[config.mk]
export PLATFORM = sky130hd
export DESIGN_NAME = entrada_debounce
export DESIGN_NICKNAME = d
export VERILOG_FILES = /design/src/rtl/entrada_pkg.sv /design/src/rtl/sincronizador.sv /design/src/rtl/entrada_debounce.sv
export SDC_FILE = /design/constraint.sdc
export NUM_CORES = 1
export LEC_CHECK = 0
export ABC_AREA = 0
export CAP_MARGIN = 0
export CORE_MARGIN = 2
export CORE_UTILIZATION = 61
export DETAILED_ROUTE_END_ITERATION = 6
export MAX_ROUTING_LAYER = met4
export PLACE_DENSITY = 0.84
export SETUP_SLACK_MARGIN = 0.1
export SYNTH_ARGS = -nofsm -noshare
export SYNTH_HDL_FRONTEND = slang
export SYNTH_SLANG_ARGS = --single-unit
[constraint.sdc]
create_clock -name clock -period 7 [get_ports clock]
set_input_delay 1.4 -clock clock [delete_from_list [all_inputs] [get_ports clock]]
set_output_delay 1.4 -clock clock [all_outputs]
set_load 0.01 [all_outputs]
[src/rtl/entrada_pkg.sv]
// Shared definitions for the entrada_debounce key/switch capture block.
// FSM state encoding and the default debounce length (1 ms at 50 MHz).
package entrada_pkg;

    localparam int DEBOUNCE_DEFAULT = 50000;

    typedef enum logic [1:0] {
        SOLTO          = 2'b00,
        CONFIRMA_PRESS = 2'b01,
        PRESSIONADO    = 2'b10,
        CONFIRMA_SOLTA = 2'b11
    } estado_t;

endpackage

[src/rtl/sincronizador.sv]
// Two-flop synchronizer for asynchronous board inputs.
// The reset value is a parameter so idle levels (e.g. released key = 1) are preserved.
module sincronizador #(
    parameter int             W         = 1,
    parameter logic [W-1:0]   RESET_VAL = '0
) (
    input  logic         clock,
    input  logic         reset,
    input  logic [W-1:0] d,
    output logic [W-1:0] q
);

    logic [W-1:0] meta;

    always_ff @(posedge clock or negedge reset) begin
        if (!reset) begin
            meta <= RESET_VAL;
            q    <= RESET_VAL;
        end else begin
            meta <= d;
            q    <= meta;
        end
    end

endmodule

[src/rtl/entrada_debounce.sv]
// Debounced board key that captures the switch bank on each accepted press.
// Optional sticky overrun flag is built only when ENTRADA_OVERRUN_EN is defined.
//
// state          | meaning
// SOLTO          | key released and accepted as released; waiting for a press
// CONFIRMA_PRESS | key reads pressed; counting stable pressed cycles
// PRESSIONADO    | press accepted; waiting for a release
// CONFIRMA_SOLTA | key reads released; counting stable released cycles
module entrada_debounce
    import entrada_pkg::*;
#(
    parameter int DEBOUNCE_CYCLES = DEBOUNCE_DEFAULT,
    parameter int DATA_W          = 4
) (
    input  logic              clock,
    input  logic              reset,
    input  logic              botaoPlaca,
    input  logic [DATA_W-1:0] entradaDeDados,
    input  logic              comandoIN,
    output logic              botaoIN,
    output logic              dadoValido,
    output logic [DATA_W-1:0] dadosCapturados,
    output logic              overrun
);

    localparam int              CNT_W    = $clog2(DEBOUNCE_CYCLES + 1);
    localparam logic [CNT_W-1:0] CNT_LAST = CNT_W'(DEBOUNCE_CYCLES - 1);
    localparam logic [CNT_W-1:0] CNT_MAX  = CNT_W'(DEBOUNCE_CYCLES);

    logic              key_sync;
    logic [DATA_W-1:0] data_sync;
    logic              pressed;

    estado_t           estado, estado_prox;
    logic [CNT_W-1:0]  cnt, cnt_prox, cnt_inc;
    logic              aceita;

    sincronizador #(.W(1), .RESET_VAL(1'b1)) u_sync_key (
        .clock (clock),
        .reset (reset),
        .d     (botaoPlaca),
        .q     (key_sync)
    );

    sincronizador #(.W(DATA_W), .RESET_VAL('0)) u_sync_data (
        .clock (clock),
        .reset (reset),
        .d     (entradaDeDados),
        .q     (data_sync)
    );

    assign pressed = ~key_sync;
    assign cnt_inc = (cnt == CNT_MAX) ? cnt : cnt + 1'b1;

    always_ff @(posedge clock or negedge reset) begin
        if (!reset) begin
            estado <= SOLTO;
            cnt    <= '0;
        end else begin
            estado <= estado_prox;
            cnt    <= cnt_prox;
        end
    end

    // The sample that leaves a stable state is itself the first stable cycle,
    // so the confirm states finish when the count reaches DEBOUNCE_CYCLES-1.
    always_comb begin
        estado_prox = estado;
        cnt_prox    = cnt;
        aceita      = 1'b0;
        case (estado)
            SOLTO: begin
                if (pressed) begin
                    cnt_prox = '0;
                    if (CNT_LAST == '0) begin
                        estado_prox = PRESSIONADO;
                        aceita      = 1'b1;
                    end else begin
                        estado_prox = CONFIRMA_PRESS;
                    end
                end
            end
            CONFIRMA_PRESS: begin
                if (!pressed) begin
                    estado_prox = SOLTO;
                    cnt_prox    = '0;
                end else if (cnt_inc >= CNT_LAST) begin
                    estado_prox = PRESSIONADO;
                    cnt_prox    = '0;
                    aceita      = 1'b1;
                end else begin
                    cnt_prox = cnt_inc;
                end
            end
            PRESSIONADO: begin
                if (!pressed) begin
                    cnt_prox    = '0;
                    estado_prox = (CNT_LAST == '0) ? SOLTO : CONFIRMA_SOLTA;
                end
            end
            CONFIRMA_SOLTA: begin
                if (pressed) begin
                    estado_prox = PRESSIONADO;
                    cnt_prox    = '0;
                end else if (cnt_inc >= CNT_LAST) begin
                    estado_prox = SOLTO;
                    cnt_prox    = '0;
                end else begin
                    cnt_prox = cnt_inc;
                end
            end
            default: begin
                estado_prox = SOLTO;
                cnt_prox    = '0;
            end
        endcase
    end

    always_ff @(posedge clock or negedge reset) begin
        if (!reset) begin
            botaoIN         <= 1'b0;
            dadoValido      <= 1'b0;
            dadosCapturados <= '0;
        end else begin
            botaoIN <= aceita;
            if (aceita) begin
                dadoValido      <= 1'b1;
                dadosCapturados <= data_sync;
            end else if (comandoIN) begin
                dadoValido <= 1'b0;
            end
        end
    end

`ifdef ENTRADA_OVERRUN_EN
    // A consume on the acceptance cycle frees the slot, so it is not an overrun.
    always_ff @(posedge clock or negedge reset) begin
        if (!reset) begin
            overrun <= 1'b0;
        end else if (aceita && dadoValido && !comandoIN) begin
            overrun <= 1'b1;
        end
    end
`else
    assign overrun = 1'b0;
`endif

endmodule
==> run metrics, run 1 <==
outcome completed; register area 853.3 um2; DRT Wirelength 4406 um; Syn Inst Count 191; WP data arrival 3.39 ns; initial antenna violation count 0; Multi-input gate area 895.9 um2; layout filler cell count 227; hold crit path type register to register; Slew Limit Headroom 0.2660; Total GRT Usage 0.2976; Fmax 317.1 MHz; worst path buffer plus inverter count 0; Cells after DPL 229; cts repair resizes 0; critical path cell sequence ha_1, nand3b_1, or3b_2, a21oi_1, a2bb2oi_1, a22oi_4, or4_4, mux2_4; Final Hold Vio Count 0; first-pass GRT wire length 7341 um; die width 59.14 um; synth top area cells dfrtp_1 (43%), nand2_1 (4.3%), mux2_4 (4.0%), o21ai_0 (3.8%), a31oi_1 (3.0%); Tightest Pin Transition 1.097 ns; post-synth top area share 0.4318; CORE AREA 2978 um2; Post-CTS Setup Repair Bufs 0; Final Max Tran Viols 0; area leader, netlist dfrtp_1; # H-tree levels 2; cell area after placement 1984 um2; max_cap viols 0; routability cong. 0.9068; Congestion Overflow GR 0; DR vias 1563; Post-synth top flop dfrtp_1; delay-heaviest family, CP simple AND/OR/NAND/NOR gates; Layout Nets 214; syn nets 202; sequential area share after synthesis 0.4602; full die area 3497 um2; Post-Synthesis Cell Area 1854 um2; largest net degree at the start of global routing 34; P&R area growth vs syn 10.26%; worst setup path class register to register; PwrDens 167.2 nW/um2; Post-synth ARST share 1.000; Die Y 59.14 um; period utilization 0.4506; hold_buf cts 0; CTS buffer count 5; row count 20; Max FO, Critical Path 16; Clock Tree Buf Depth 2; Final ANT Viol Nets 0; DRT iter0 DRCs 162; CP peak stage delay 0.52 ns; starting density of the core 0.6227; Port-buffer cells 13; RSZ-0062 raised after global routing false; share of layout cells above drive strength 1 0.1029; DR pass1 iterations 6; most numerous cell in the Yosys netlist dfrtp_1; post-layout min period 3.154 ns; Routed WL per cell 18.59 um; setup violators final 0; clock latency at the later pin of the worst-skew pair 0.35 ns; top post-synthesis cells by count dfrtp_1 (32), nand2_1 (21), inv_1 (15); fin cells 237; dpl hpwl 3010 um; Final Instance Area 2044 um2; Remaining DRCs 0; synthesized area per cell 9.708 um2; critical path capture point type register; Ys Warns 0; Vias/cell 6.595; CTS root buf clkbuf_4; vias in the first global route 1563; Core Util, Final 0.6866; number of diodes 0; #FFs+latches synth 34; CTS tree done; CP Data Required Time 7.23 ns; slowest CP cell or4_4; CTS sink cnt 34; Worst R2R Setup Slack 3.85 ns; Final TNS setup 0 ns; leakage power 0.8856 nW; Netlist cell types 48; startpoint types register; clock slew at reported path FFs 0.11 ns; Post-Route Skew 0.01483 ns; Peak VDD IR 0.1208 mV; Ports 15; Post-synth EDFFs 0
stage by stage:
stage	total power [mW]	worst slack (ns)	hold slack, ns
after detailed placement	0.2278	3.896	0.3355
after global placement	0.2263	3.998	0.3320
after global routing	0.3538	3.689	0.3615
final	0.3418	3.846	0.3589
after floorplan	0.2166	4.121	0.3312
after CTS	0.3428	3.879	0.3597
cell usage in the layout, fill, tap and decap left out, drive strengths merged, types with 2 or more instances in the layout:
| cell | instances |
|---|---|
| dfrtp | 32 |
| nand2 | 21 |
| inv | 15 |
| o21ai | 14 |
| clkdlybuf4s50 | 13 |
| a31oi | 10 |
| nand3 | 8 |
| nor3 | 7 |
| or4 | 7 |
| clkbuf | 7 |
| nor2 | 6 |
| a21oi | 5 |
| mux2 | 5 |
| or3 | 5 |
| nand2b | 4 |
| o311ai | 3 |
| and3 | 3 |
| xnor2 | 3 |
| ha | 3 |
| nand4 | 3 |
| and4 | 2 |
| nand3b | 2 |
| nor2b | 2 |
| o22ai | 2 |
| nor4 | 2 |
| and2 | 2 |
| dfstp | 2 |
final cells by class:
type	instances	share of cell area
inverter	15	0.02754
clock buffer	7	0.02693
tap	33	0.02020
multi-input combinational	133	0.4382
timing repair buffer	14	0.06732
sequential	34	0.4174
clock inverter	1	0.002448
where the power goes:
group	total (mW)	switching, mW	internal [mW]
clock network	0.118	0.0692	0.0486
registers	0.205	0.00369	0.201
logic	0.0193	0.0118	0.00744
sequential cells by signal, indices dropped and copies added, names as in the netlist, named ones only:
register          cells
dadosCapturados       4
u_sync_data.meta      4
dadoValido            1
estado                1
cnt                  16
u_sync_key.q          1
u_sync_key.meta       1
u_sync_data.q         4
botaoIN               1
kinds of logic after synthesis:
kind of cell               share of synthesized area
AOI/OAI and AO/OA                             0.1714
xor gates and xnor gates                     0.01417
adders and majority gates                    0.02025
buffers and inverters                        0.05667
DFF                                           0.4602
muxes                                        0.04588
other                                       0.002022
and+or+nand+nor                               0.2294
worst paths after layout:
kind	from	end	cells past startpoint
max	cnt[0]	dadosCapturados[2]	8
min	u_sync_data.meta[0]	u_sync_data.q[0]	0
max reg2reg	cnt[0]	dadosCapturados[2]	8
min reg2reg	u_sync_data.meta[0]	u_sync_data.q[0]	0
max in group asynchronous	reset	u_sync_key.meta	2
min in group asynchronous	reset	u_sync_data.q[3]	1
routing by layer:
metal,global-route usage,vias to the layer above,wire [um]
met3,0.07205,7,301
met4,0.1201,0,57
met5,-,-,0
li1,-,717,-
met1,0.3736,765,1835
met2,0.4635,74,2212
Power figures use the tool's default switching activity.
==> run 2, diff against run 1 <==
--- a/config.mk
+++ b/config.mk
@@ -8,10 +8,10 @@
 export ABC_AREA = 0
 export CAP_MARGIN = 0
 export CORE_MARGIN = 2
-export CORE_UTILIZATION = 61
+export CORE_UTILIZATION = 52
 export DETAILED_ROUTE_END_ITERATION = 6
 export MAX_ROUTING_LAYER = met4
-export PLACE_DENSITY = 0.84
+export PLACE_DENSITY = 0.76
 export SETUP_SLACK_MARGIN = 0.1
 export SYNTH_ARGS = -nofsm -noshare
 export SYNTH_HDL_FRONTEND = slang
==> constraint.sdc (replaced) <==
create_clock -name clock -period 2.9 [get_ports clock]
set_input_delay 0.58 -clock clock [delete_from_list [all_inputs] [get_ports clock]]
set_output_delay 0.58 -clock clock [all_outputs]
set_load 0.01 [all_outputs]
==> run metrics, run 2 (same netlist as run 1, synthesis figures left out) <==
Final ANT Viol Nets 0 (unchanged); largest net degree at the start of global routing 35 (+2.9%); Clock Tree Buf Depth 2 (unchanged); CTS root buf clkbuf_4; Biggest register cnt; outcome completed; layout filler cell count 270 (+19%); r2r endpoint dadosCapturados[3]; final hold slack 0.3580 ns (-0.0009380 ns); initial antenna violation count 0 (unchanged); Fmax 367.2 MHz (+16%); setup violators final 0 (unchanged); clock share of power 0.343 (-0.002); Ports 15 (unchanged); die width 63.72 um (+7.7%); Die Y 63.72 um (+7.7%); worst r2r src cnt[1]; Final Hold Vio Count 0 (unchanged); Vias/cell 6.038 (-8.4%); PwrDens 378.8 nW/um2 (+130%); commonest non-fill, non-tap cell in the layout dfrtp_1; switch share 0.2506 (+0.002542); starting density of the core 0.5471 (-0.07562); worst setup path class register to register; hold crit path type register to register; CTS tree done; period utilization 0.9390 (+0.4884); Routed WL per cell 15.99 um (-14%); clock slew at reported path FFs 0.13 ns (+0.02 ns); CP Data Required Time 3.14 ns (-4.09 ns); post-layout min period 2.723 ns (-0.4309 ns); full die area 4060 um2 (+16%); Congestion Overflow GR 0 (unchanged); Comb power frac 0.070 (+0.014); DR vias 1570 (+0.45%); Slew Limit Headroom 0.6087 (+0.3427); Remaining DRCs 0 (unchanged); dpl hpwl 2828 um (-6.0%); first-pass GRT wire length 6755 um (-8.0%); WP data arrival 2.96 ns (-0.43 ns); Layout Nets 224 (+4.7%); highest-count cells in the layout ignoring fill and taps dfrtp_1 (27), nand2_1 (21), inv_1 (15); Post-Route Skew 0.02543 ns (+0.01060 ns); Total GRT Usage 0.2192 (-0.07840); Sw Pwr 0.2091 mW (+150%); routability cong. 0.9844 (+8.6%); Critical Path End dadosCapturados[3]; row count 21 (+5.0%); FF-to-FF path depth 8 (unchanged); clock latency at the later pin of the worst-skew pair 0.36 ns (about the same); part of the power in registers 0.588 (-0.011); DRT Wirelength 4158 um (-5.6%); Final TNS setup 0 ns (unchanged); P&R area growth vs syn 18.83%; Tightest Pin Transition 0.5869 ns (-0.5101 ns); # H-tree levels 2 (unchanged); RSZ-0062 raised after global routing false; Power Internal 0.6256 mW (+140%); number of diodes 0 (unchanged); Worst R2R Setup Slack 0.18 ns (-3.67 ns); share of layout cells above drive strength 1 0.2150 (+0.1120); startpoint types register; CTS sink cnt 34 (unchanged); DR pass1 iterations 4 (-2); Peak VDD IR 0.2547 mV (+110%); CTS buffer count 5 (unchanged); Largest register FFs 16 (unchanged); CP startpoint cnt[1]; critical path capture point type register; CORE AREA 3390 um2 (+14%); DRT iter0 DRCs 165 (+1.9%); leakage power 0.9175 nW (+3.6%); Final Max Tran Viols 0 (unchanged); vias in the first global route 1422 (-9.0%); max_cap viols 0 (unchanged); Pwr Total 0.8347 mW (+140%); Port-buffer cells 13 (unchanged); Max FO, Critical Path 6 (-10)
run 2: worst min path at each step:
| stage | from | endpoint | depth (start not counted) |
|---|---|---|---|
| after floorplan | reset | asynchronous set/reset pin | 0 |
| after global placement | u_sync_data.meta[3] | u_sync_data.q[3] | 0 |
| after detailed placement | u_sync_data.meta[1] | u_sync_data.q[1] | 0 |
| after CTS | u_sync_data.meta[1] | u_sync_data.q[1] | 0 |
| after global routing | u_sync_data.meta[0] | u_sync_data.q[0] | 0 |
| final | u_sync_data.meta[1] | u_sync_data.q[1] | 0 |
run 2: routing by layer:
layer  global-route usage  up-vias  wire length [um]
met5                    -        -                 0
met4              0.06522        0                62
met3              0.05000        9               293
met2               0.3289       60              1966
met1               0.2981      768              1836
li1                     -      733                 -
run 2: cell type report:
cell class / count / area, um2 / area share
Multi-Input combinational cell: 133 / 949.7 / 0.4310
Sequential cell: 34 / 859.6 / 0.3901
Timing Repair Buffer: 24 / 216.5 / 0.09824
Tap cell: 46 / 57.56 / 0.02612
Inverter: 15 / 56.30 / 0.02555
Clock buffer: 6 / 51.30 / 0.02328
Clock inverter: 2 / 12.51 / 0.005679
run 2: worst max-delay path, stage by stage (launching register included):
cell	delay, ns
dfrtp_1	0.42
ha_1	0.20
nand3b_1	0.20
or3_1	0.36
o311ai_0	0.12
a41o_1	0.32
a22oi_4	0.10
or4_4	0.56
mux2_4	0.32
run 2: timing repair:
action,4_1_cts,5_1_grt
buffers inserted,0,3
hold buffers,0,0
setup endpoints to repair,0,9
gates resized for setup,0,19
run 2: metrics by stage:
step | instance area (um2) | cells | setup slack [ns] | utilization
after floorplan | 1861 | 191 | 0.1054 | -
after global placement | 2059 | 249 | 0.2438 | 0.6076
after detailed placement | 2059 | 249 | 0.1981 | 0.6076
after CTS | 2123 | 257 | 0.1648 | 0.6264
after global routing | 2203 | 260 | 0.09603 | 0.6501
final | 2203 | 260 | 0.1769 | 0.6501
run 2: power groups by stage:
stage	Sequential, mW	Combinational [mW]	Clock (mW)
floorplan	0.500	0.0226	0
global placement	0.499	0.0532	0
detailed placement	0.500	0.0546	0
CTS	0.490	0.0548	0.288
global route	0.492	0.0650	0.313
finish	0.491	0.0582	0.286
